`src/rtl/uart_echo_fifo.sv`:
```
// uart_echo_fifo: a UART receiver and transmitter joined by an RX FIFO.
// Received frames are pushed into the FIFO. In host mode the FIFO is drained
// through the rx_* stream, and the host feeds the transmitter through tx_*.
// In echo mode the transmitter drains the FIFO itself.
//
// Ports
//   clk_i, rst_ni       single clock, asynchronous active-low reset
//   rxd_i / txd_o       serial lines, both idle high
//   prescale_i          bit time = 8*prescale_i clocks (0 behaves as 1)
//   echo_en_i           1 = loop RX to TX, 0 = host mode
//   tx_data_i/valid/ready   host transmit stream
//   rx_data_o/valid/ready   host receive stream (FIFO head)
//   fifo_level_o        RX FIFO occupancy
//   overrun_o, frame_err_o  sticky error flags, cleared by clr_err_i
module uart_echo_fifo #(
  parameter int DATA_WIDTH = 8,
  parameter int FIFO_DEPTH = 16
) (
  input  logic                             clk_i,
  input  logic                             rst_ni,
  input  logic                             rxd_i,
  output logic                             txd_o,
  input  logic [15:0]                      prescale_i,
  input  logic                             echo_en_i,
  input  logic [DATA_WIDTH-1:0]            tx_data_i,
  input  logic                             tx_valid_i,
  output logic                             tx_ready_o,
  output logic [DATA_WIDTH-1:0]            rx_data_o,
  output logic                             rx_valid_o,
  input  logic                             rx_ready_i,
  output logic [$clog2(FIFO_DEPTH+1)-1:0]  fifo_level_o,
  output logic                             overrun_o,
  output logic                             frame_err_o,
  input  logic                             clr_err_i
);

  localparam int LW = $clog2(FIFO_DEPTH + 1);
  localparam int AW = $clog2(FIFO_DEPTH);
  localparam int BW = $clog2(DATA_WIDTH);
  localparam int CW = 19;  // holds 8*65535-1
  localparam logic [LW-1:0] LEVEL_FULL = LW'(FIFO_DEPTH);
  localparam logic [BW-1:0] BIT_LAST   = BW'(DATA_WIDTH - 1);

  typedef enum logic [1:0] {
    S_IDLE  = 2'd0,
    S_START = 2'd1,
    S_DATA  = 2'd2,
    S_STOP  = 2'd3
  } state_e;

  // A prescale of zero would give a zero-length bit; treat it as one.
  function automatic logic [15:0] eff_prescale(input logic [15:0] p);
    return (p == 16'd0) ? 16'd1 : p;
  endfunction

  // Reload value for a full bit time (8*P cycles, counted down to zero).
  function automatic logic [CW-1:0] bit_reload(input logic [15:0] p);
    return {p, 3'b000} - 19'd1;
  endfunction

  // Reload value for half a bit (4*P cycles) to reach the start-bit centre.
  function automatic logic [CW-1:0] half_reload(input logic [15:0] p);
    return {1'b0, p, 2'b00} - 19'd1;
  endfunction

  logic [15:0] prescale_eff_s;
  assign prescale_eff_s = eff_prescale(prescale_i);

  // ---------------------------------------------------------------- RX sync
  logic [1:0] rx_sync_q;
  logic [1:0] rx_warm_q;
  logic       rx_prev_q;
  logic       rxd_s;
  logic       rx_fall_s;

  assign rxd_s     = rx_sync_q[1];
  // rx_prev_q only becomes 1 once a real high level has left the synchroniser,
  // so a frame already in flight at reset release is never mistaken for a start.
  assign rx_fall_s = rx_prev_q & ~rxd_s;

  // Two-flop synchroniser plus edge-detect history.
  always_ff @(posedge clk_i or negedge rst_ni) begin
    if (!rst_ni) begin
      rx_sync_q <= 2'b11;
      rx_warm_q <= 2'b00;
      rx_prev_q <= 1'b0;
    end else begin
      rx_sync_q <= {rx_sync_q[0], rxd_i};
      rx_warm_q <= {rx_warm_q[0], 1'b1};
      rx_prev_q <= rx_warm_q[1] & rxd_s;
    end
  end

  // ---------------------------------------------------------------- RX FSM
  state_e                rx_state_q, rx_state_d;
  logic [CW-1:0]         rx_cnt_q, rx_cnt_d;
  logic [BW-1:0]         rx_bit_q, rx_bit_d;
  logic [DATA_WIDTH-1:0] rx_shift_q, rx_shift_d;
  logic [15:0]           rx_p_q, rx_p_d;
  logic                  rx_push_q, rx_push_d;
  logic                  frame_err_evt_s;

  // RX next-state: centre-sample start, data (LSB first) and stop bits.
  always_comb begin
    rx_state_d      = rx_state_q;
    rx_cnt_d        = rx_cnt_q;
    rx_bit_d        = rx_bit_q;
    rx_shift_d      = rx_shift_q;
    rx_p_d          = rx_p_q;
    rx_push_d       = 1'b0;
    frame_err_evt_s = 1'b0;
    case (rx_state_q)
      S_IDLE: begin
        if (rx_fall_s) begin
          rx_p_d     = prescale_eff_s;
          rx_cnt_d   = half_reload(prescale_eff_s);
          rx_state_d = S_START;
        end else begin
          rx_state_d = S_IDLE;
        end
      end
      S_START: begin
        if (rx_cnt_q != 19'd0) begin
          rx_cnt_d = rx_cnt_q - 19'd1;
        end else if (rxd_s) begin
          rx_state_d = S_IDLE;  // glitch, not a real start bit
        end else begin
          rx_state_d = S_DATA;
          rx_cnt_d   = bit_reload(rx_p_q);
          rx_bit_d   = '0;
        end
      end
      S_DATA: begin
        if (rx_cnt_q != 19'd0) begin
          rx_cnt_d = rx_cnt_q - 19'd1;
        end else begin
          rx_shift_d = {rxd_s, rx_shift_q[DATA_WIDTH-1:1]};
          rx_cnt_d   = bit_reload(rx_p_q);
          if (rx_bit_q == BIT_LAST) begin
            rx_state_d = S_STOP;
          end else begin
            rx_bit_d = rx_bit_q + BW'(1);
          end
        end
      end
      S_STOP: begin
        if (rx_cnt_q != 19'd0) begin
          rx_cnt_d = rx_cnt_q - 19'd1;
        end else begin
          rx_state_d = S_IDLE;
          if (rxd_s) begin
            rx_push_d = 1'b1;
          end else begin
            frame_err_evt_s = 1'b1;
          end
        end
      end
      default: rx_state_d = S_IDLE;
    endcase
  end

  // RX state registers.
  always_ff @(posedge clk_i or negedge rst_ni) begin
    if (!rst_ni) begin
      rx_state_q <= S_IDLE;
      rx_cnt_q   <= '0;
      rx_bit_q   <= '0;
      rx_shift_q <= '0;
      rx_p_q     <= 16'd1;
      rx_push_q  <= 1'b0;
    end else begin
      rx_state_q <= rx_state_d;
      rx_cnt_q   <= rx_cnt_d;
      rx_bit_q   <= rx_bit_d;
      rx_shift_q <= rx_shift_d;
      rx_p_q     <= rx_p_d;
      rx_push_q  <= rx_push_d;
    end
  end

  // ---------------------------------------------------------------- FIFO
  logic [DATA_WIDTH-1:0] fifo_mem_q [FIFO_DEPTH];
  logic [AW-1:0]         wr_ptr_q, rd_ptr_q;
  logic [LW-1:0]         level_q, level_d;
  logic                  fifo_empty_s, fifo_full_s;
  logic                  host_pop_s, tx_pop_s, fifo_pop_s;
  logic                  fifo_push_ok_s, overrun_evt_s;

  assign fifo_empty_s   = (level_q == '0);
  assign fifo_full_s    = (level_q == LEVEL_FULL);
  assign rx_valid_o     = ~echo_en_i & ~fifo_empty_s;
  // The storage array is flop-based, so the head is presented straight from registers.
  assign rx_data_o      = fifo_mem_q[rd_ptr_q];
  assign host_pop_s     = rx_valid_o & rx_ready_i;
  assign fifo_pop_s     = host_pop_s | tx_pop_s;
  // A pop in the same cycle frees the slot the push needs.
  assign fifo_push_ok_s = rx_push_q & (~fifo_full_s | fifo_pop_s);
  assign overrun_evt_s  = rx_push_q & fifo_full_s & ~fifo_pop_s;
  assign fifo_level_o   = level_q;

  // FIFO occupancy next value.
  always_comb begin
    level_d = level_q;
    case ({fifo_push_ok_s, fifo_pop_s})
      2'b10:   level_d = level_q + LW'(1);
      2'b01:   level_d = level_q - LW'(1);
      default: level_d = level_q;
    endcase
  end

  // FIFO pointers and level.
  always_ff @(posedge clk_i or negedge rst_ni) begin
    if (!rst_ni) begin
      wr_ptr_q <= '0;
      rd_ptr_q <= '0;
      level_q  <= '0;
    end else begin
      if (fifo_push_ok_s) wr_ptr_q <= wr_ptr_q + AW'(1);
      if (fifo_pop_s)     rd_ptr_q <= rd_ptr_q + AW'(1);
      level_q <= level_d;
    end
  end

  // FIFO storage write (data path only, no reset needed).
  always_ff @(posedge clk_i) begin
    if (fifo_push_ok_s) fifo_mem_q[wr_ptr_q] <= rx_shift_q;
  end

  // ---------------------------------------------------------------- TX FSM
  state_e                tx_state_q, tx_state_d;
  logic [CW-1:0]         tx_cnt_q, tx_cnt_d;
  logic [BW-1:0]         tx_bit_q, tx_bit_d;
  logic [DATA_WIDTH-1:0] tx_shift_q, tx_shift_d;
  logic [15:0]           tx_p_q, tx_p_d;
  logic                  txd_q, txd_d;
  logic                  tx_alive_q;

  // tx_alive_q keeps tx_ready_o low while reset is asserted and for no longer.
  assign tx_ready_o = tx_alive_q & (tx_state_q == S_IDLE) & ~echo_en_i;
  assign txd_o      = txd_q;

  // TX next-state: mode is only looked at in IDLE, so a frame always completes.
  always_comb begin
    tx_state_d = tx_state_q;
    tx_cnt_d   = tx_cnt_q;
    tx_bit_d   = tx_bit_q;
    tx_shift_d = tx_shift_q;
    tx_p_d     = tx_p_q;
    txd_d      = txd_q;
    tx_pop_s   = 1'b0;
    case (tx_state_q)
      S_IDLE: begin
        txd_d = 1'b1;
        if (echo_en_i && !fifo_empty_s) begin
          tx_pop_s   = 1'b1;
          tx_shift_d = rx_data_o;
          tx_p_d     = prescale_eff_s;
          tx_cnt_d   = bit_reload(prescale_eff_s);
          tx_state_d = S_START;
          txd_d      = 1'b0;
        end else if (tx_valid_i && tx_ready_o) begin
          tx_shift_d = tx_data_i;
          tx_p_d     = prescale_eff_s;
          tx_cnt_d   = bit_reload(prescale_eff_s);
          tx_state_d = S_START;
          txd_d      = 1'b0;
        end else begin
          tx_state_d = S_IDLE;
        end
      end
      S_START: begin
        if (tx_cnt_q != 19'd0) begin
          tx_cnt_d = tx_cnt_q - 19'd1;
        end else begin
          tx_state_d = S_DATA;
          tx_cnt_d   = bit_reload(tx_p_q);
          tx_bit_d   = '0;
          txd_d      = tx_shift_q[0];
        end
      end
      S_DATA: begin
        if (tx_cnt_q != 19'd0) begin
          tx_cnt_d = tx_cnt_q - 19'd1;
        end else begin
          tx_cnt_d = bit_reload(tx_p_q);
          if (tx_bit_q == BIT_LAST) begin
            tx_state_d = S_STOP;
            txd_d      = 1'b1;
          end else begin
            tx_bit_d   = tx_bit_q + BW'(1);
            tx_shift_d = {1'b0, tx_shift_q[DATA_WIDTH-1:1]};
            txd_d      = tx_shift_q[1];
          end
        end
      end
      S_STOP: begin
        if (tx_cnt_q != 19'd0) begin
          tx_cnt_d = tx_cnt_q - 19'd1;
        end else begin
          tx_state_d = S_IDLE;
        end
      end
      default: tx_state_d = S_IDLE;
    endcase
  end

  // TX state registers and the txd output flop.
  always_ff @(posedge clk_i or negedge rst_ni) begin
    if (!rst_ni) begin
      tx_state_q <= S_IDLE;
      tx_cnt_q   <= '0;
      tx_bit_q   <= '0;
      tx_shift_q <= '0;
      tx_p_q     <= 16'd1;
      txd_q      <= 1'b1;
      tx_alive_q <= 1'b0;
    end else begin
      tx_state_q <= tx_state_d;
      tx_cnt_q   <= tx_cnt_d;
      tx_bit_q   <= tx_bit_d;
      tx_shift_q <= tx_shift_d;
      tx_p_q     <= tx_p_d;
      txd_q      <= txd_d;
      tx_alive_q <= 1'b1;
    end
  end

  // ---------------------------------------------------------------- errors
  logic overrun_q, overrun_d;
  logic frame_err_q, frame_err_d;

  assign overrun_o   = overrun_q;
  assign frame_err_o = frame_err_q;

  // Sticky flags: a new event beats a same-cycle clear.
  always_comb begin
    if (overrun_evt_s) begin
      overrun_d = 1'b1;
    end else if (clr_err_i) begin
      overrun_d = 1'b0;
    end else begin
      overrun_d = overrun_q;
    end
    if (frame_err_evt_s) begin
      frame_err_d = 1'b1;
    end else if (clr_err_i) begin
      frame_err_d = 1'b0;
    end else begin
      frame_err_d = frame_err_q;
    end
  end

  // Error flag registers.
  always_ff @(posedge clk_i or negedge rst_ni) begin
    if (!rst_ni) begin
      overrun_q   <= 1'b0;
      frame_err_q <= 1'b0;
    end else begin
      overrun_q   <= overrun_d;
      frame_err_q <= frame_err_d;
    end
  end

endmodule

```
`config.mk`:
```
export PLATFORM = sky130hd
export DESIGN_NAME = uart_echo_fifo
export DESIGN_NICKNAME = d
export VERILOG_FILES = /design/src/rtl/uart_echo_fifo.sv
export SDC_FILE = /design/constraint.sdc
export NUM_CORES = 1
export LEC_CHECK = 0
export BUFFER_PORTS_ARGS = -buffer_cell sky130_fd_sc_hd__buf_4
export CAP_MARGIN = 10
export CORE_MARGIN = 3
export CORE_UTILIZATION = 35
export DETAILED_ROUTE_END_ITERATION = 10
export GPL_TIMING_DRIVEN = 0
export PLACE_DENSITY_LB_ADDON = 0.3
export SYNTH_ARGS = -nofsm -noshare
export SYNTH_HDL_FRONTEND = slang
export SYNTH_SLANG_ARGS = --single-unit
```
`constraint.sdc`:
```
create_clock -name clk_i -period 2.8 [get_ports clk_i]
set_input_delay 0.56 -clock clk_i [delete_from_list [all_inputs] [get_ports clk_i]]
set_output_delay 0.56 -clock clk_i [all_outputs]
set_load 0.02 [all_outputs]
```
* Word-level counts from Yosys, hierarchy flattened
Memories as Yosys holds them, arrays and structs flattened.
Index checks and enable logic that the tools add are counted.
W data, S select, Z words.
** Cells by class
- Add/subtract/negate cells :: 12
- Bitwise gates (word level) :: 17
- Reduce and logical (&&, ||, !) cells :: 29
- Multiplexer cells :: 62
- Equality and inequality tests :: 27
** Operators by type and width (count)
- $mux W19 :: 9
- $sub A19 B1 Y19 const B :: 5
- $pmux W19 S4 :: 1
- $pmux W19 S3 :: 1
- $mux W16 :: 3
- $reduce_bool A19 Y1 :: 2
- $mux W8 :: 4
- $ne A2 B2 Y1 const B :: 14
- $mux W1 :: 21
- $mux W3 :: 7
- $sub A18 B1 Y19 const B :: 1
- $mux W2 :: 9
- $logic_not A16 Y1 :: 1
- $pmux W2 S4 :: 2
- $pmux W8 S2 :: 1
- $reduce_and A4 Y1 :: 4
- $reduce_bool A2 Y1 :: 7
- $pmux W3 S2 :: 2
- $eq A2 B2 Y1 const B :: 5
- $pmux W5 S2 :: 1
- $and A1 B1 Y1 :: 9
- $add A4 B1 Y4 const B :: 2
- $reduce_and A2 Y1 :: 4
- $add A3 B1 Y3 const B :: 2
- 18 further kinds :: 30
** Word-level totals
- Logic and storage cells :: 169
- RAM bits :: 128
- Memories kept :: 1
- Bits of input ports :: 31
- Flip-flop bits (word level) :: 119
- Output and inout bits :: 18
** Memory list
- fifo_mem_q :: words 16, bits a word 8, rd ports 1, clocked after memory_dff 0, write ports 1, RTL line 182 : logic [DATA_WIDTH-1:0] fifo_mem_q [FIFO_DEPTH];

* Depth between registers and ports, before layout
Gate-level depths: netlist of run 1.
- Depth in word-level cells :: 10
- Depth in mapped cells :: 13
- Depth with buffers taken out :: 13

* Worst setup path after synthesis of run 1
Ideal clock, no wire load.
- Path kind :: input to register
- Start point :: in prescale_i[5]
- End point :: reg rx_cnt_q[10]
- Cell stages on the path :: 10
- Setup time :: 124 ps
- Arrival :: 2860 ps
- Path slack :: -184 ps
- Buffers on the path :: 1
- Path through :: clkbuf_1 -> nor4_2 -> and3_1 -> a31oi_1 -> ha_1 -> or4b_2 -> nor4_1 -> xnor2_1 -> nor3_1 -> a211o_1
** On the way
- Cells in the longest elaborated chain, start to end :: 5
** Ends and longest elaborated chain
- start, declared :: RTL line 23 : input logic [15:0] prescale_i,
- $logic_not A16 Y1 :: RTL line 53 : return (p == 16'd0) ? 16'd1 : p;
- $mux W16 (*) :: RTL line 53
- $sub A18 B1 Y19 (*) :: RTL line 63 : return {1'b0, p, 2'b00} - 19'd1;
- $mux W19 (*) :: RTL line 114 : if (rx_fall_s) begin
- $pmux W19 S4 (*) :: RTL line 112 : case (rx_state_q)
- end signal, assigned :: RTL line 173 : rx_cnt_q <= rx_cnt_d;
- end, declared :: RTL line 96 : logic [CW-1:0] rx_cnt_q, rx_cnt_d;
Mark *: on every way between the ends. The rest lies on a longest branch, timed or not. The select of a mux whose other input is x is not followed.
A chain may end at the register's enable or synchronous reset.

* Worst setup path in the final report of run 1
- Start point :: reg rd_ptr_q[0]
- End point :: out rx_data_o[4]
** On the way
- Cells in the longest elaborated chain, start to end :: 1
** Ends and longest elaborated chain
- start, declared :: RTL line 183 : logic [AW-1:0] wr_ptr_q, rd_ptr_q;
- start signal, assigned :: RTL line 219 : if (fifo_pop_s) rd_ptr_q <= rd_ptr_q + AW'(1);
- $mem_v2 Z16 W8
- end, declared :: RTL line 28 : output logic [DATA_WIDTH-1:0] rx_data_o,
Every way passes these cells.

==> results of run 1 <==
## worst max-delay path: cells and delay by family (launching register included)
| family | cells | cell delay, ns |
|---|---|---|
| muxes | 2 | 1.05 |
| buffers and inverters | 4 | 0.57 |
| DFF | 1 | 0.37 |
## flip-flops by register name (all words and copies together), names as in the netlist, named ones only
register	count
rd_ptr_q	4
fifo_level_o	5
rx_shift_q	8
rx_sync_q	2
frame_err_o	1
rx_push_q	1
tx_p_q	16
tx_cnt_q	19
fifo_mem_q	128
rx_p_q	16
rx_state_q	1
rx_cnt_q	19
txd_o	1
tx_shift_q	8
overrun_o	1
rx_bit_q	3
wr_ptr_q	4
rx_warm_q	2
tx_state_q	2
tx_bit_q	3
rx_prev_q	1
## stage by stage
step / instances / worst slack (ns) / setup TNS [ns] / power, µW / utilization
after floorplan: 1034 / -0.0150 / -0.0150 / 6820 / -
after CTS: 1604 / -0.386 / -2.67 / 11900 / 0.424
final: 1610 / -0.316 / -2.33 / 12000 / 0.428
after global routing: 1610 / -0.393 / -3.06 / 12600 / 0.428
after detailed placement: 1540 / -1.03 / -64.27 / 7860 / 0.388
after global placement: 1535 / -1.06 / -74.18 / 7820 / 0.386
## worst max path at each step
stage                        startpoint            to  slack [ns]  cells after the start
after floorplan           prescale_i[5]  rx_cnt_q[10]       -0.01                     10
after global placement    prescale_i[5]  tx_cnt_q[17]       -1.06                     11
after detailed placement  prescale_i[5]  tx_cnt_q[17]       -1.03                     11
after CTS                   rd_ptr_q[0]  rx_data_o[6]       -0.39                      6
after global routing        rd_ptr_q[0]  rx_data_o[4]       -0.39                      6
final                       rd_ptr_q[0]  rx_data_o[4]       -0.32                      6
## power groups by stage
stage	clock network (µW)	logic [µW]	registers, µW
3_5_place_dp	0	3170	4690
3_3_place_gp	0	3140	4680
5_1_grt	3920	3930	4740
6_report	3690	3600	4670
4_1_cts	3770	3400	4680
2_1_floorplan	0	2210	4600
## synthesized netlist by cell type (all sizes together), types with 5 or more instances
cell type / count
mux2: 40
nand4: 11
dfstp: 5
a31oi: 13
o31ai: 8
a22o: 11
clkbuf: 20
edfxtp: 128
buf: 24
nand2b: 7
xnor2: 40
dfrtp: 113
nand2: 94
xor2: 21
nand3: 31
inv: 30
nand3b: 8
o22ai: 6
nor3: 46
a211oi: 5
o21ai: 61
ha: 28
a21oi: 38
mux2i: 8
or3: 8
mux4: 40
a22oi: 11
and3: 5
nor4: 22
o2bb2ai: 5
nand4b: 5
nor2: 68
a21o: 5
## per-layer routing
layer  track usage  share of wire  up-vias
li1              -              -     4147
met1         0.240           0.45     4582
met2         0.279           0.47      277
met3        0.0252          0.051       69
met4        0.0597          0.034        0
met5             0              0        -
## logic make-up (layout without fill, tap and decap cells)
group | Yosys count | count (layout) | synth area share
muxes | 88 | 88 | 0.115
DFF | 246 | 246 | 0.541
buffers and inverters | 75 | 196 | 0.0265
xor gates and xnor gates | 61 | 61 | 0.0425
AOI/OAI and AO/OA | 203 | 203 | 0.107
adders and majority gates | 29 | 29 | 0.0294
other | 1 | 1 | 0.000298
and+or+nand+nor | 331 | 331 | 0.139
## timing repair
action | CTS | global route
setup buffers | 14 | 6
setup endpoints to repair | 152 | 86
pin swaps | 3 | 3
gates cloned | 0 | 3
endpoints found under the hold margin | 35 | 0
hold buffers | 1 | 0
gates resized for setup | 52 | 13
## area by class of cell
class,instances,area [µm²]
Buffer,39,236
Clock buffer,41,800
Clock inverter,10,130
Fill cell,3181,20000
Inverter,31,116
Multi-Input combinational cell,713,5620
Sequential cell,246,6810
Tap cell,455,569
Timing Repair Buffer,75,681
==> summary by stage, run 1 <==
Run status
The run finished, with violations left. The final reports fail on negative setup slack.

Route
The number of nets still failing antenna checks after routing is 0. Dividing the detail-routed via count by the number of cells gives 5.64. The routed layout has 9075 vias.

The first routing iteration left 647 violations. The number of search-and-repair iterations in the first detailed-routing pass is 5. The final layout contains routed wiring with a total length of 33500 µm.

In the routed design, unresolved DRC markers number 0. After detailed routing, the average wire length per cell comes to 20.8 µm.

Yosys
The area share of the largest cell type after synthesis is 0.306. The post-synthesis register bit count is 246. Sorting the synthesized cells by area gives the leading types as sky130_fd_sc_hd__edfxtp_1 (31%), sky130_fd_sc_hd__dfrtp_1 (22%), sky130_fd_sc_hd__mux4_2 (6.4%). In this run the cell area of the synthesized design comes to 12600 µm². The distinct cell type count after synthesis is 78.

Synthesis produced a netlist whose cell count is 1034. Counting flops with an async set or reset pin after synthesis yields a share of 0.480. Summed over all instances, the cell type with the most area after synthesis is sky130_fd_sc_hd__edfxtp_1. In the synthesized netlist the dominant register cell turns out to be sky130_fd_sc_hd__edfxtp_1.

The share of the Yosys chip area taken by registers is 0.541. The synthesized netlist net count is 1094. After synthesis, the mean cell area works out to 12.2 µm². Counting flops with a built-in enable in the synthesized netlist gives 128. The Yosys warning count is 0.

Die
The floorplan has 68 rows. The boundary pin count is 49. The die is 196 µm tall. For this configuration, the core starts out at a cell density of 0.360. The die is 196 µm wide. The die covers 38200 µm². The placeable core region is 35000 µm².

GRT
The total routing usage reported by global routing is 0.173. The number of antenna violations at the first check in global routing came to 0. The remaining global-route overflow is 0. The largest net degree at the start of global routing is 83.

The first global-routing pass estimated 52600 µm of wire. The number of global-route vias before repair is 9100.

STA
The clock skew after layout is 0.0138 ns. The final count of pins violating max slew is 0. The number of failing hold endpoints at the final stage was 0. For the pin with the worst max-slew slack, the measured transition is 1.07 ns. Setup repair after global routing could not meet its margin everywhere. The final critical-path required period is 3.12 ns. On the final layout, the worst hold slack is 0.107 ns. The final-report setup violation count is 8. The smallest setup slack after layout is -0.316 ns. Headroom to the max-slew limit came out at 0.279.

Dividing the final minimum period by the clock period gives 1.11. For this run, the top clock speed supported by timing is 0.321 GHz.

CTS
The root buffer selected by CTS is sky130_fd_sc_hd__clkbuf_16. The clock-pin slew reported for the worst setup and hold paths after clock tree synthesis is 0.06 ns. CTS saw 246 sinks. The level count of the clock H-tree is 1. The maximum count of clock buffers along a single path is 3. The number of buffers created by CTS is 28.

The clock insertion delay at the later pin of the skew report is 0.57 ns. The CTS tree is built.

Finish
The post-route cell area is 15000 µm². Leaving out fill and tap cells, the most frequent cell in the layout is sky130_fd_sc_hd__edfxtp_1. The final net count is 1194.

The layout cell share with drive strength beyond 1 is 0.235. The top cell types in the final layout, fill and taps aside, are sky130_fd_sc_hd__edfxtp_1 (128), sky130_fd_sc_hd__dfrtp_1 (110), sky130_fd_sc_hd__nand2_1 (93), sky130_fd_sc_hd__buf_4 (59), sky130_fd_sc_hd__nor2_1 (54). The number of antenna diodes in the final layout is 0. From synthesis to final layout, the design area changed by 19.0%.

Worst setup path
The startpoint identified for the worst register-to-register timing path is fifo_level_o[2]. On the worst path, the slowest cell contributes a delay of 0.55 ns. The type of destination of the critical path is a primary output. The worst setup path is launched from a register.

The signal on the critical path passes through buf_6, buf_12, clkbuf_16, mux4_2, mux4_2, buf_6. At the worst endpoint, the required time is 2.24 ns. The worst-path maximum fanout is 5.

Data on the critical path arrives at its endpoint at 2.56 ns. The number of cell instances on the worst register-to-register path is 12. The worst reg-to-reg setup slack is 0.07 ns.

The endpoint identified for the worst register-to-register timing path is fifo_level_o[4]. The critical path in this run is classified as reg -> out. The slowest stage of the critical path is the sky130_fd_sc_hd__mux4_2 cell.

Power and ir drop
The total net switching power is 3990 µW. The peak supply drop is 484 µV. The total internal power is 7980 µW.

The clock share of power is 0.309. The power density of the placed cells is 800 nW/µm². Summed over all cells, the static leakage comes to 0.00572 µW. Of the total power, registers draw 0.390. The net switching share of the total power is 0.333. The part of the total power dissipated in combinational logic is 0.301.

Place
The port buffer count is 46. Once placement finished, the instance area stood at 13600 µm². At the end of routability-driven placement, the weighted congestion stood at 0.890. The post-detailed-placement half-perimeter wirelength is 23300 µm.

Hold path
The depth of the worst hold-timing path is 1. The hold path startpoint is rxd_i. The path with the worst hold slack has its endpoint at rx_sync_q[0]. The class of the most critical hold timing path is in -> reg.

Flow run
The tool flagged a number of max-cap violations equal to 0.
No activity file was read; power rests on OpenSTA's default activity.
==> run 2: changes to the inputs <==
- CORE_UTILIZATION: 35 -> 40
==> summary by stage, run 2 (same netlist as run 1, synthesis figures left out) <==
Route
The count of vias placed by the detailed router is 8929 (was 9075). The detailed-route wire length per cell is 21.1 µm (was 20.8 µm). The first-iteration detailed-routing DRC count is 722 (was 647). The number of search-and-repair iterations in the first detailed-routing pass came to 5 (unchanged).

The DRC violation count after routing came to 0 (unchanged). The number of vias per cell is 5.76 (was 5.64). The number of nets still failing antenna checks after routing is 0 (unchanged). The total wire length came to 32800 µm (was 33500 µm).

Power and ir drop
The power density of the placed cells came to 800 nW/µm² (about the same). The reported leakage power was 0.00568 µW (was 0.00572 µW). The total net switching power was 3930 µW (was 3990 µW). The part of the total power dissipated in combinational logic came to 0.308 (was 0.301). The part of the total power dissipated in sequential elements is 0.390 (about the same). The net switching share of the total power came to 0.331 (was 0.333). The total power came to 11900 µW (was 12000 µW). The peak supply drop is 550 µV (was 484 µV). The clock share of power is 0.302 (was 0.309). The total internal power is 7940 µW (was 7980 µW).

Finish
The final net count came to 1194 (unchanged). The total of fill cells in the finished design is 2740 (was 3181). The most common cell after layout, fill and taps aside is sky130_fd_sc_hd__edfxtp_1 (unchanged). The layout cell share with drive strength beyond 1 is 0.224 (was 0.235). The number of inserted diodes is 0 (unchanged). The area added between synthesis and finish came to 18.0% (was 19.0%). Largest registers in the final layout: fifo_mem_q (128), rx_cnt_q (19), tx_cnt_q (19) (unchanged). The register with the highest flop count is fifo_mem_q (unchanged). Most frequent cells in the layout: sky130_fd_sc_hd__edfxtp_1 (128), sky130_fd_sc_hd__dfrtp_1 (111), sky130_fd_sc_hd__nand2_1 (93), sky130_fd_sc_hd__nor2_1 (64), sky130_fd_sc_hd__buf_4 (59) (was sky130_fd_sc_hd__edfxtp_1 (128), sky130_fd_sc_hd__dfrtp_1 (110), sky130_fd_sc_hd__nand2_1 (93), sky130_fd_sc_hd__buf_4 (59), sky130_fd_sc_hd__nor2_1 (54)). The number of flip-flops under the largest register name is 128 (unchanged).

Hold path
The depth of the worst hold-timing path came to 1 (unchanged). The class of the most critical hold timing path is in -> reg (unchanged). The hold path startpoint is rxd_i (unchanged).

STA
The clock skew after layout is 0.0169 ns (was 0.0138 ns). The smallest setup slack after layout is -0.331 ns (was -0.316 ns). The final critical-path required period is 3.13 ns (was 3.12 ns).

Setup repair after global routing missed its margin: yes (unchanged). The share of the clock period used by the worst path after layout came to 1.12 (was 1.11). The transition time at the pin with the least slew margin is 1.06 ns (was 1.07 ns).

The highest clock frequency the design can meet was 0.319 GHz (was 0.321 GHz). The final-report setup violation count is 8 (unchanged). The final count of pins violating max slew is 0 (unchanged). The final-layout worst hold slack is 0.125 ns (was 0.107 ns). The number of failing hold endpoints at the final stage is 0 (unchanged).

The worst slew slack as a fraction of its limit is 0.286 (was 0.279).

GRT
The number of global-route vias before repair is 8803 (was 9100). The total routing usage reported by global routing is 0.193 (was 0.173). The largest net degree at the start of global routing is 76 (was 83). The remaining global-route overflow is 0 (unchanged).

The wire length of the first global-routing pass is 50700 µm (was 52600 µm). The number of antenna violations at the first check in global routing is 0 (unchanged).

CTS
The root buffer selected by CTS was sky130_fd_sc_hd__clkbuf_16 (unchanged). The number of buffers created by CTS is 27 (was 28). The maximum count of clock buffers along a single path is 3 (unchanged).

The number of sinks driven by the clock tree is 246 (unchanged). The clock-pin slew reported for the worst setup and hold paths after clock tree synthesis came to 0.06 ns (about the same). The clock insertion delay at the later pin of the skew report is 0.56 ns (was 0.57 ns).

The CTS tree is built (unchanged). The level count of the clock H-tree is 1 (unchanged).

Die
The die width is 183 µm (was 196 µm). The starting density of the core is 0.408 (was 0.360). The placeable core region is 30800 µm² (was 35000 µm²). The boundary pin count is 49 (unchanged).

The cell row count is 64 (was 68). The die extent in y is 183 µm (was 196 µm). The total die area came to 33600 µm² (was 38200 µm²).

Worst setup path
The startpoint of the worst setup timing path is rd_ptr_q[0] (unchanged). The endpoint of the worst-slack reg-to-reg timing path is fifo_level_o[4] (unchanged). The number of cell instances on the worst register-to-register path is 12 (unchanged).

The worst reg-to-reg setup slack was 0.08 ns (was 0.07 ns). The endpoint required time on the critical path came to 2.24 ns (about the same). The worst endpoint data arrival time was 2.57 ns (was 2.56 ns). The launching point of the worst reg2reg path is fifo_level_o[0] (was fifo_level_o[2]). The type of the setup path with the least slack was reg -> out (unchanged). The startpoint class of the critical path is a register (unchanged). The type of destination of the critical path is a primary output (unchanged).

The worst-path maximum fanout is 5 (unchanged). The worst setup path endpoint is rx_data_o[0] (was rx_data_o[4]).

Place
The port buffer count is 46 (unchanged). The final RePlAce weighted congestion is 0.900 (was 0.890). The post-detailed-placement half-perimeter wirelength is 22700 µm (was 23300 µm).

Run status
Violations in the final reports: negative setup slack (unchanged). Run status: finished with violations (unchanged).

Flow run
The number of maximum-capacitance violations is 0 (unchanged).
## run 2: changes by cell type in the layout (fill, tap and decap cells not counted), moves of 2 or more
cell | before | now
sky130_fd_sc_hd__buf_2 | 14 | 12
sky130_fd_sc_hd__clkbuf_1 | 23 | 27
sky130_fd_sc_hd__clkbuf_8 | 5 | 2
sky130_fd_sc_hd__clkinv_2 | 5 | 2
sky130_fd_sc_hd__nor2_1 | 54 | 64
sky130_fd_sc_hd__nor2_2 | 12 | 2
## run 2: worst min path at each step
stage	to	slack (ns)
final	rx_sync_q[0]	0.12
after global routing	rx_sync_q[0]	0.1
after CTS	rx_sync_q[0]	0.09
after detailed placement	rx_sync_q[1]	0.35
after global placement	rx_sync_q[1]	0.35
after floorplan	async pin	0.26
## run 2: power by group through the flow
| stage | registers [µW] | clock network [µW] | logic (µW) |
|---|---|---|---|
| 5_1_grt | 4670 | 3800 | 3990 |
| 2_1_floorplan | 4600 | 0 | 2210 |
| 6_report | 4630 | 3580 | 3660 |
| 3_3_place_gp | 4670 | 0 | 3110 |
| 4_1_cts | 4620 | 3650 | 3530 |
| 3_5_place_dp | 4680 | 0 | 3160 |
## run 2: metal layers
layer,track usage,vias up,routed length [µm]
met5,0,-,0
met4,0.0488,0,814
met3,0.0264,48,1600
met2,0.333,234,16200
met1,0.260,4509,14200
li1,-,4138,-
## run 2: area by class of cell
type	instances	area (µm²)	share of cell area
plain buffers	42	249	0.0168
inverters	31	116	0.00784
flip-flops and latches	246	6810	0.458
repair buffers	73	673	0.0453
clock buffers	43	820	0.0552
multi-input cells	713	5610	0.378
clock inverters	7	78.8	0.00531
well taps	396	495	0.0334
## run 2: stage by stage
| step | util | TNS, ns | cells | cell area [µm²] | setup slack [ns] |
|---|---|---|---|---|---|
| after CTS | 0.477 | -2.64 | 1547 | 14700 | -0.364 |
| after floorplan | - | -0.0150 | 1034 | 12600 | -0.0150 |
| after global routing | 0.482 | -3.05 | 1551 | 14800 | -0.397 |
| after detailed placement | 0.437 | -68.13 | 1480 | 13500 | -0.961 |
| after global placement | 0.436 | -72.50 | 1476 | 13400 | -0.961 |
| final | 0.482 | -2.45 | 1551 | 14800 | -0.331 |
## run 2: repair_timing
item / in CTS / in global routing
setup endpoints to repair: 150 / 129
gates cloned: 1 / 2
pin swaps: 4 / 3
hold buffers: 1 / 0
buffers inserted: 16 / 3
hold endpoints to repair: 42 / 0
resized for setup: 44 / 18
## run 2: critical path, stage by stage, from the launching register on
cell and delay, ns:
sky130_fd_sc_hd__dfrtp_1 0.38, sky130_fd_sc_hd__buf_6 0.14, sky130_fd_sc_hd__buf_12 0.13, sky130_fd_sc_hd__buf_12 0.13
sky130_fd_sc_hd__mux4_2 0.55, sky130_fd_sc_hd__mux4_2 0.53, sky130_fd_sc_hd__buf_6 0.15
